--- config.mk ---
export PLATFORM = sky130hd
export DESIGN_NAME = oscillator_sampler
export DESIGN_NICKNAME = d
export VERILOG_FILES = /design/src/rtl/oscillator_sampler.sv
export SDC_FILE = /design/constraint.sdc
export NUM_CORES = 1
export LEC_CHECK = 0
export ABC_AREA = 1
export CAP_MARGIN = 40
export CELL_PAD_IN_SITES_DETAIL_PLACEMENT = 1
export CELL_PAD_IN_SITES_GLOBAL_PLACEMENT = 1
export CORE_ASPECT_RATIO = 1.25
export CORE_MARGIN = 4
export CORE_UTILIZATION = 45
export CTS_BUF_LIST = sky130_fd_sc_hd__clkbuf_8
export DETAILED_ROUTE_END_ITERATION = 7
export GPL_TIMING_DRIVEN = 0
export PLACE_DENSITY_LB_ADDON = 0.3
export SLEW_MARGIN = 20
export SYNTH_ARGS = -nofsm -noshare
export SYNTH_HDL_FRONTEND = slang
export SYNTH_SLANG_ARGS = --single-unit
--- constraint.sdc ---
create_clock -name clk -period 5 [get_ports clk]
set_clock_uncertainty 0.2 [all_clocks]
set_input_delay 1.5 -clock clk [delete_from_list [all_inputs] [get_ports clk]]
set_output_delay 1.5 -clock clk [all_outputs]
set_load 0.03 [all_outputs]
--- src/rtl/oscillator_sampler.sv ---
// oscillator_sampler: per-voice phase counter shaped into saw/square/triangle,
// presented once every SAMPLE_DIV clocks with a one-cycle sample_now strobe.
module oscillator_sampler #(
    parameter int SAMPLE_DIV = 256,
    parameter int CNT_W      = 16
) (
    input  logic             clk,
    input  logic             nrst,
    input  logic             en,
    input  logic [CNT_W-1:0] divisor,
    input  logic [1:0]       wave_sel,
    output logic [CNT_W-1:0] oscillator_out,
    output logic             sample_now
);
    localparam int SW = $clog2(SAMPLE_DIV);

    typedef enum logic {IDLE, RUN} state_t;

    state_t           state, state_nxt;
    logic [SW-1:0]    samp_cnt;
    logic [CNT_W-1:0] phase, phase_nxt, act_div, act_div_nxt, half, shaped;
    logic [CNT_W:0]   tri_raw;
    logic             wrap, lower, strobe, silent, div_ok;

    always_ff @(posedge clk or negedge nrst) begin
        if (!nrst) begin
            state   <= IDLE;
            phase   <= '0;
            act_div <= '0;
        end else begin
            state   <= state_nxt;
            phase   <= phase_nxt;
            act_div <= act_div_nxt;
        end
    end

    // act_div only follows divisor at a wrap or while idle, so phase never exceeds act_div-1
    always_comb begin
        wrap        = phase == act_div - 1'b1;
        div_ok      = divisor >= CNT_W'(2);
        state_nxt   = IDLE;
        phase_nxt   = '0;
        act_div_nxt = divisor;
        if (state == RUN) begin
            state_nxt = !en ? IDLE : wrap ? (div_ok ? RUN : IDLE) : RUN;
            if (en && !wrap) begin
                phase_nxt   = phase + 1'b1;
                act_div_nxt = act_div;
            end
        end else begin
            state_nxt = en && div_ok ? RUN : IDLE;
        end
    end

    // Triangle peaks at phase==half; odd divisors can overshoot by one, hence the saturation
    always_comb begin
        half    = act_div >> 1;
        lower   = phase < half;
        tri_raw = lower ? {phase, 1'b0} : {act_div - phase, 1'b0};
        silent  = state != RUN || !en || wave_sel == 2'b11;
        shaped  = silent ? '0 :
                  wave_sel == 2'b00 ? phase :
                  wave_sel == 2'b01 ? (lower ? '0 : act_div) :
                  tri_raw > {1'b0, act_div} ? act_div : tri_raw[CNT_W-1:0];
    end

    assign strobe = samp_cnt == SW'(SAMPLE_DIV - 1);

    always_ff @(posedge clk or negedge nrst) begin
        if (!nrst) begin
            samp_cnt       <= '0;
            sample_now     <= 1'b0;
            oscillator_out <= '0;
        end else begin
            samp_cnt   <= strobe ? '0 : samp_cnt + 1'b1;
            sample_now <= strobe;
            if (strobe) oscillator_out <= shaped;
        end
    end
endmodule

# Word-level counts from Yosys, hierarchy flattened
# Cells that the tools add are included.
# totals
regBits,58
# op_classes
addsub,4
order_cmp,3
eq_ne,5
muxes,16
n_bitwise,1
reduce_logical,7
# ops
cell,count
16-bit two-way mux,9
17-bit by 16-bit > comparator with 1-bit output,1
17-bit two-way mux,1
16-bit by 1-bit adder with 16-bit output (second input constant),1
16-bit == test,1
16-bit by 2-bit greater-or-equal comparator with 1-bit output (second input constant),1
16-bit by 15-bit less-than comparator with 1-bit output,1
16-bit by 1-bit subtractor with 16-bit output (second input constant),1
16-bit subtractor,1
8-bit by 1-bit adder with 8-bit output (second input constant),1
8-bit == test (second input constant),1
8-bit two-way mux,1
1-bit two-way mux,5
2-bit by 1-bit == test with 1-bit output (second input constant),1
2-bit == test (second input constant),1
1-bit logical AND,2
1-bit zero test,2
2-bit zero test,1
1-bit logical OR,2
2-bit inequality test (second input constant),1
1-bit inverter,1

# Logic depth before layout (Yosys ltp)
# Gate-level depths: netlist of the first run.
# depth
depth_word,7
mapped_depth,36
depth_no_buf,34

# Least setup slack after synthesis of the first run
# OpenSTA, ideal clock, no wires.
# synth_path
kind,reg-to-reg
startpoint,reg act_div[0]
endpoint,reg oscillator_out[8]
setup_time_ns,0.117
arrival_ns,3.358
setup_slack_ns,1.326
path_stages_with_launch,32
n_path_buf,1
period_less_slack_ns,3.674
path_cell_list,dfrtp_1 > inv_2 > ha_1 > inv_1 > fa_1 > nand3_1 > nand2_1 > a21oi_1 > nor2_1 > nor2_1 > xor2_1 > o21ai_1 > ha_1 > nand2_1 > inv_1 > a21oi_1 > nand4_1 > nand2_1 > nand2_1 > nand2_1 > nand2_1 > nand2_1 > nand2_1 > nand2_1 > nand2_2 > buf_6 > nand2_1 > nand3_1 > nand2_1 > nand2_1 > nand2_1 > nand2_1
# synth_via
elab_chain_len,7
# synth_lines
item,line_no,source
"start, declared",21,"logic [CNT_W-1:0] phase, phase_nxt, act_div, act_div_nxt, half, shaped;"
"start signal, assigned",33,act_div <= act_div_nxt;
16-bit subtractor,59,"tri_raw = lower ? {phase, 1'b0} : {act_div - phase, 1'b0};"
17-bit two-way mux,59,
17-bit by 16-bit > comparator with 1-bit output,64,"tri_raw > {1'b0, act_div} ? act_div : tri_raw[CNT_W-1:0];"
16-bit two-way mux (*),64,
16-bit two-way mux (*),63,wave_sel == 2'b01 ? (lower ? '0 : act_div) :
16-bit two-way mux (*),62,wave_sel == 2'b00 ? phase :
16-bit two-way mux (*),61,shaped = silent ? '0 :
"end signal, assigned",77,if (strobe) oscillator_out <= shaped;
"end, declared",12,"output logic [CNT_W-1:0] oscillator_out,"
# Every way passes the cells marked *; elsewhere a longest branch is shown, timed or not.
# A chain may end at the register's enable or synchronous reset.

# Worst setup path in the final report of the first run
# layout_path
startpoint,reg act_div[10]
endpoint,reg oscillator_out[7]
# layout_via
elab_chain_len,7
elab_cells_between_ends,9
# layout_lines
item,line_no
16-bit subtractor / 16-bit by 15-bit less-than comparator with 1-bit output (equally long branches),"59, 58"
17-bit two-way mux,59
17-bit by 16-bit > comparator with 1-bit output,64
16-bit two-way mux,64
16-bit two-way mux (*),63
16-bit two-way mux (*),62
16-bit two-way mux (*),61
# Marked as above.

==> results of run 1 <==
[worst max-delay path, delay by kind of cell, from the launching register on]
kind / cells / cell delay [ns]
adder cells (fa/ha/maj): 2 / 0.58
AO/OA/AOI/OAI: 4 / 0.53
flip-flops: 1 / 0.50
AND/OR/NAND/NOR: 18 / 1.87
buffers and inverters: 5 / 0.88
[registers in the layout, summed over array words and instances (netlist names)]
| signal | count |
|---|---|
| act_div | 16 |
| oscillator_out | 16 |
| phase | 16 |
| samp_cnt | 8 |
| sample_now | 1 |
| state | 1 |
[stage by stage]
step	power, W	cells	utilization	cell area (sq um)
CTS	0.00123	884	0.531	5660
global placement	0.000811	867	0.514	5480
detailed placement	0.000831	868	0.516	5500
global route	0.00129	884	0.531	5670
finish	0.00122	884	0.531	5670
floorplan	0.000727	699	-	4960
[cell families after synthesis]
group                      Yosys count  synth area share
and+or+nand+nor                    340             0.304
buffers and inverters              105            0.0861
AOI/OAI and AO/OA                  100             0.110
DFF                                 58             0.293
xor gates and xnor gates            48            0.0848
adders and majority gates           48             0.123
[power groups by stage]
stage | registers [W] | logic (W) | clock network, W
after global routing | 0.000513 | 0.000357 | 0.000423
after global placement | 0.000518 | 0.000293 | 0
after detailed placement | 0.000519 | 0.000312 | 0
after floorplan | 0.000510 | 0.000217 | 0
after CTS | 0.000510 | 0.000316 | 0.000400
final | 0.000511 | 0.000317 | 0.000392
[final timing paths]
path                            slack (ns)                       endpoint               startpoint  depth (start not counted)
worst max-delay path                  0.37  oscillator_out[7]$_DFFE_PN0P_  act_div[10]$_DFFE_PN0P_                         29
worst min-delay path                  0.28          samp_cnt[0]$_DFF_PN0_    samp_cnt[0]$_DFF_PN0_                          1
worst max register to register        0.37  oscillator_out[7]$_DFFE_PN0P_  act_div[10]$_DFFE_PN0P_                         29
worst min register to register        0.28          samp_cnt[0]$_DFF_PN0_    samp_cnt[0]$_DFF_PN0_                          1
max in group asynchronous             3.28        act_div[13]$_DFFE_PN0P_                     nrst                          2
min in group asynchronous             0.82           sample_now$_DFF_PN0_                     nrst                          1
[placed cells by master, fill, tap and decap left out, types with 15 or more instances in the layout]
cell / n
o21ai_0: 38
nand2_1: 188
nor2_1: 60
nand3_1: 40
inv_1: 85
a21oi_1: 36
dfrtp_1: 58
ha_1: 47
nor3_1: 15
clkdlybuf4s50_1: 35
xor2_1: 36
[repair_timing]
action | in CTS | in global routing
hold endpoints to repair | 0 | 0
gates resized for setup | 0 | 7
endpoints found under the setup margin | 0 | 16
[per-layer routing]
layer / GRT usage / up-vias / share of wire
met3: 0.0407 / 32 / 0.034
met4: 0.102 / 0 / 0.033
li1: - / 2377 / -
met1: 0.317 / 2360 / 0.42
met5: 0 / - / 0
met2: 0.459 / 84 / 0.51
[cells in the mapped netlist (2+ instances only)]
| library cell | instances | share of area |
|---|---|---|
| nand2_1 | 189 | 0.14 |
| inv_1 | 83 | 0.063 |
| nor2_1 | 60 | 0.045 |
| dfrtp_1 | 58 | 0.29 |
| ha_1 | 47 | 0.12 |
| o21ai_0 | 41 | 0.041 |
| nand3_1 | 40 | 0.040 |
| a21oi_1 | 36 | 0.036 |
| xor2_1 | 36 | 0.064 |
| nor3_1 | 15 | 0.015 |
| nand4_1 | 13 | 0.016 |
| xnor2_1 | 12 | 0.021 |
| clkbuf_1 | 7 | 0.0053 |
| o21ai_1 | 7 | 0.0071 |
| inv_2 | 6 | 0.0045 |
| buf_2 | 5 | 0.0050 |
| nor3_2 | 5 | 0.010 |
| nor4_1 | 4 | 0.0050 |
| a31oi_1 | 3 | 0.0038 |
| buf_6 | 3 | 0.0068 |
| nand3_2 | 3 | 0.0061 |
| o2111ai_1 | 3 | 0.0053 |
| o21a_1 | 3 | 0.0045 |
| a221oi_1 | 2 | 0.0035 |
| nand2_2 | 2 | 0.0025 |
| nand3_4 | 2 | 0.0071 |
| nand3b_1 | 2 | 0.0030 |
| nor3b_1 | 2 | 0.0030 |
[final cells by class]
cell class,count,share of cell area
clock inverter,6,0.00464
tap,132,0.0291
timing repair buffer,37,0.0667
clock buffer,10,0.0243
multi-input combinational,536,0.544
buffer,16,0.0166
inverter,89,0.0589
sequential,58,0.256
==> metrics.txt, run 1 <==
drt first pass iters=4; row count=42; Synth Register Bits=58; count of final setup violators=0; Initial DRC Count=175; Synth Warn #=0; most frequent CP cell=nand2_1; Die Ht=125 um; fill count=1411; Initial Util=0.465; Core Box Area=10700 sq um; H-tree depth=3; # hold bufs at CTS=0; number of buffers inserted by port buffering=36; ys async rst share=1.00; register area=1450 sq um; Netlist cell types=38; Leak Pwr=2.82 nW; Max-slew headroom=0.531; Int Power=0.000787 W; clk buf depth=2; final WL=15.9 mm; post-CTS setup buffer count=0; Mapped Area=4960 sq um; DR WL/cell=18.0 um; number of vias per cell=5.49; number of flops mapped to enable cells by yosys=0; critical path peak fanout=10; chip width=102 um; Place WS=0.299 ns; pwr dens=215 nW/um^2; CTS root buf=clkbuf_8; antenna violations before repair=0; RSZ-0062 raised after global routing=no; Slew @ Worst Pin=0.701 ns; Post-Syn Nets=768; Most used DFF post-synth=dfrtp_1; Logic pwr share=0.260; Sink Count=58; area grow syn2layout=14.3%; Critical Path Source Type=flop; syn avg cell area=7.09 sq um; fin crit period=4.63 ns; Final Max Tran Viols=0; Clock power frac=0.321; Seq/Total Area, Yosys=0.293; final worst slack=0.369 ns; Post-Synthesis Cells=699; f_max=216 MHz; clock slew at reported path FFs=0.07 ns; minimum hold slack=0.276 ns; area of the multi-input gates=3080 sq um; Total Routing Usage GR=0.262; largest net degree at the start of global routing=38; drt drc=0; TritonCTS clock tree=built; remaining antenna violation count after routing=0; vias in the first global route=5262; Final period util=0.926; Fin. Hold Viols=0; slowest CP cell=dfrtp_1; first-pass GRT wire length=26.0 mm; number of I/O pins=38; CP required=5.10 ns; via count=4853; Max-Cap Viols=0; Max VDD drop=0.000176 V; crit path DAT=4.73 ns; WS Path Type=reg2reg; CP peak stage delay=0.50 ns; antenna cells=0; RD Place Congestion=0.935; layout net count=816; crit path capture type=flop; total CTS buffers=9; Psw=0.000432 W; Flop pwr share=0.419; layout cells sized above 1=0.0652; GRT Residual Overflow=0; sw frac=0.355; clock latency on the worst-skew pair=0.37 ns; outcome=completed; die area=12800 sq um; HP Class=reg2reg; post-DP HPWL=13.0 mm; total negative slack=0 ns
No activity file was read; power rests on OpenSTA's default activity.
==> inputs of run 2 (changes only) <==
ABC_AREA = unset   (was 1)
CORE_UTILIZATION = 52   (was 45)
DONT_BUFFER_PORTS = 1   (was unset)
==> run 2 against run 1 <==
Compared with the run above: register-to-register slack got worse by 0.29 ns; sequential share of layout area increased by 0.29 points; clock power shrank 2%; non-clock buffer count shrank 23; hold slack improved by 0.017 ns; synthesized area up 4.8%; routed wire length up 14%; critical path depth fell by 12; critical path type unchanged; critical endpoint is now oscillator_out[11]$_DFFE_PN0P_; largest power group unchanged; highest routed layer unchanged.
==> metrics.txt, run 2 <==
layout cells sized above 1=0.138 (was 0.0652); clock latency on the worst-skew pair=0.36 ns (was 0.37 ns); FF-to-FF End=oscillator_out[11]$_DFFE_PN0P_ (was oscillator_out[7]$_DFFE_PN0P_); Largest regs=act_div: 16 flops, oscillator_out: 16 flops, phase: 16 flops (unchanged); Leak Pwr=2.48 nW (was 2.82 nW); Slew @ Worst Pin=0.997 ns (was 0.701 ns); sequence of cells on the critical path=inv_1, ha_1, a2111oi_1, o311a_1, o21ai_1, buf_4, clkbuf_4, mux2i_2, ha_1, nor2b_1, o21bai_1, a31o_2, a211o_2, o31a_1, clkbuf_4, nor4_1, nor3_1; most frequent cells after synthesis=58 x dfrtp_1, 47 x ha_1, 36 x inv_1, 34 x a21oi_1, 33 x xnor2_1 (was 189 x nand2_1, 83 x inv_1, 60 x nor2_1, 58 x dfrtp_1, 47 x ha_1); Sink Count=58 (unchanged); Place WS=-1.05 ns (was 0.299 ns); setup slack, reg-to-reg=0.08 ns (was 0.37 ns); final WL=18.2 mm (was 15.9 mm); R2R cell count=17 (was 29); crit path capture type=flop (unchanged); Yosys top cell area share=0.279 (was 0.293); Post-Syn Nets=650 (was 768); Core Box Area=9710 sq um (was 10700 sq um); top post-synthesis cells by area=dfrtp_1 28%, ha_1 11%, xnor2_1 5.6% (was dfrtp_1 29%, nand2_1 14%, ha_1 12%); fin crit period=4.92 ns (was 4.63 ns); number of vias per cell=6.77 (was 5.49); number of flops mapped to enable cells by yosys=0 (unchanged); count of final setup violators=0 (unchanged); hold path start=samp_cnt[0]$_DFF_PN0_ (unchanged); Synth Warn #=0 (unchanged); Post-Synthesis Cells=581 (was 699); worst hold path cell count=1 (unchanged); H-tree depth=3 (unchanged); # hold bufs at CTS=0 (unchanged); drt drc=0 (unchanged); RD Place Congestion=0.920 (was 0.935); Netlist cell types=64 (was 38); Most used DFF post-synth=dfrtp_1 (unchanged); layout net count=664 (was 816); post-DP HPWL=13.5 mm (was 13.0 mm); CP peak stage delay=0.50 ns (about the same); HP Class=reg2reg (unchanged); critical path peak fanout=10 (unchanged); most common library cell in the layout ignoring fill and taps=ha_1 (was nand2_1); Initial DRC Count=322 (was 175); first-pass GRT wire length=28.1 mm (was 26.0 mm); CTS root buf=clkbuf_8 (unchanged); vias in the first global route=5232 (was 5262); antenna cells=0 (unchanged); hold worst-path end=samp_cnt[0]$_DFF_PN0_ (unchanged); Seq/Total Area, Yosys=0.279 (was 0.293); number of buffers inserted by port buffering=0 (was 36); final worst slack=0.0768 ns (was 0.369 ns); crit path DAT=4.96 ns (was 4.73 ns); clk buf depth=2 (unchanged); outcome=completed (unchanged); Fin. Hold Viols=0 (unchanged); number of I/O pins=38 (unchanged); remaining antenna violation count after routing=0 (unchanged); f_max=203 MHz (was 216 MHz); Max VDD drop=0.000174 V (was 0.000176 V); ys async rst share=1.00 (unchanged); pwr dens=216 nW/um^2 (was 215 nW/um^2); Die Ht=120 um (was 125 um); via count=4912 (was 4853); Initial Util=0.535 (was 0.465); largest area contributor in the netlist=dfrtp_1 (unchanged); most frequent cells in the layout=47 x ha_1, 45 x dfrtp_1, 38 x inv_1, 34 x a21oi_1, 33 x xnor2_1 (was 188 x nand2_1, 85 x inv_1, 60 x nor2_1, 58 x dfrtp_1, 47 x ha_1); total CTS buffers=9 (unchanged); clock slew at reported path FFs=0.06 ns (was 0.07 ns); area grow syn2layout=9.11% (was 14.3%); CP required=5.03 ns (was 5.10 ns); drt first pass iters=7 (was 4); Synth Register Bits=58 (unchanged); Critical Path Source Type=flop (unchanged); slowest CP cell=a2111oi_1 (was dfrtp_1); worst r2r src=act_div[2]$_DFFE_PN0P_ (was act_div[10]$_DFFE_PN0P_); Total Routing Usage GR=0.308 (was 0.262); Mapped Area=5190 sq um (was 4960 sq um); Final period util=0.985 (was 0.926); largest net degree at the start of global routing=59 (was 38); chip width=97.4 um (was 102 um); Max-Cap Viols=0 (unchanged); syn avg cell area=8.94 sq um (was 7.09 sq um); DR WL/cell=25.0 um (was 18.0 um); TritonCTS clock tree=built (unchanged); Max-slew headroom=0.331 (was 0.531); Final Max Tran Viols=0 (unchanged); antenna violations before repair=0 (unchanged); row count=40 (was 42); WS Path Type=reg2reg (unchanged); GRT Residual Overflow=0 (unchanged); Power, Total=0.00122 W (about the same); die area=11700 sq um (was 12800 sq um); most common cell in the synthesized netlist=dfrtp_1 (was nand2_1)
==> run 2: cell types whose count changed after synthesis, moves of 13 or more <==
cell,before,now
a21o_1,1,18
o21ai_0,41,17
inv_1,83,36
mux2_4,0,13
clkbuf_1,7,22
nor2_1,60,26
nand3_1,40,27
nand2_1,189,25
xor2_1,36,11
and2_1,0,20
and3_1,0,17
xnor2_1,12,33
==> run 2: worst max path at each step <==
stage                                 start                             end  slack [ns]  cells after the start
CTS                 act_div[15]$_DFFE_PN0P_  oscillator_out[13]$_DFFE_PN0P_      0.0008                     17
detailed placement   act_div[7]$_DFFE_PN0P_   oscillator_out[1]$_DFFE_PN0P_       -1.05                     17
floorplan           act_div[14]$_DFFE_PN0P_  oscillator_out[13]$_DFFE_PN0P_        0.21                     17
finish               act_div[2]$_DFFE_PN0P_  oscillator_out[11]$_DFFE_PN0P_        0.08                     17
global placement    act_div[14]$_DFFE_PN0P_   oscillator_out[3]$_DFFE_PN0P_       -1.22                     17
global route         act_div[3]$_DFFE_PN0P_  oscillator_out[11]$_DFFE_PN0P_       -0.02                     18
==> run 2: routing by layer <==
| metal | up-vias | track usage | routed length, um |
|---|---|---|---|
| li1 | 2191 | - | - |
| met4 | 0 | 0.158 | 1040 |
| met5 | - | 0 | 0 |
| met2 | 168 | 0.538 | 9240 |
| met3 | 76 | 0.0616 | 834 |
| met1 | 2477 | 0.355 | 7070 |
==> run 2: repair_timing <==
item                                    in CTS  in global routing
gates resized for setup                     19                 31
buffers inserted                             0                  4
pin swaps                                    0                  2
endpoints found under the setup margin      16                 16
==> run 2: through the flow <==
stage / setup TNS, ns / instance area (sq um) / util / std cells / hold slack [ns]
2_1_floorplan: 0 / 5190 / - / 581 / 0.251
3_3_place_gp: -15.97 / 5350 / 0.551 / 707 / 0.280
3_5_place_dp: -13.97 / 5360 / 0.552 / 709 / 0.291
4_1_cts: 0 / 5550 / 0.571 / 723 / 0.299
5_1_grt: -0.0366 / 5670 / 0.584 / 726 / 0.336
6_report: 0 / 5670 / 0.584 / 726 / 0.293
==> run 2: cell type report <==
type                    count  area [sq um]
inverters                  37           143
fillers                  1168          4040
plain buffers              24           131
well taps                 126           158
multi-input cells         459          3560
repair buffers              6          40.0
clock buffers              10           138
flip-flops and latches     58          1470
clock inverters             6          26.3
==> run 2: power by group <==
group / switching [W] / internal (W) / total, W
Clock: 0.000198 / 0.000185 / 0.000383
Sequential: 0.0000407 / 0.000485 / 0.000526
Combinational: 0.000183 / 0.000130 / 0.000312
Total: 0.000421 / 0.000800 / 0.00122
==> run 2: worst max-delay path, delay by kind of cell, from the launching register on <==
| kind | cells | cell delay [ns] |
|---|---|---|
| compound gates | 7 | 1.91 |
| fa+ha+maj | 2 | 0.58 |
| buf+inv | 4 | 0.79 |
| flops | 1 | 0.48 |
| mux | 1 | 0.21 |
| simple gates | 3 | 0.61 |
==> run 2: logic make-up after synthesis <==
group,count (synthesis),synth area share
AND/OR/NAND/NOR,190,0.203
AO/OA/AOI/OAI,148,0.206
buffers and inverters,64,0.0513
flip-flops,58,0.279
adder cells (fa/ha/maj),48,0.117
XOR/XNOR,44,0.0742
multiplexers,29,0.0696
==> inputs of run 3 (changes only) <==
CTS_CLUSTER_SIZE = 30   (was unset)
==> results of run 3 <==
The final DEF is identical to that of run 2; final timing and power are the same.
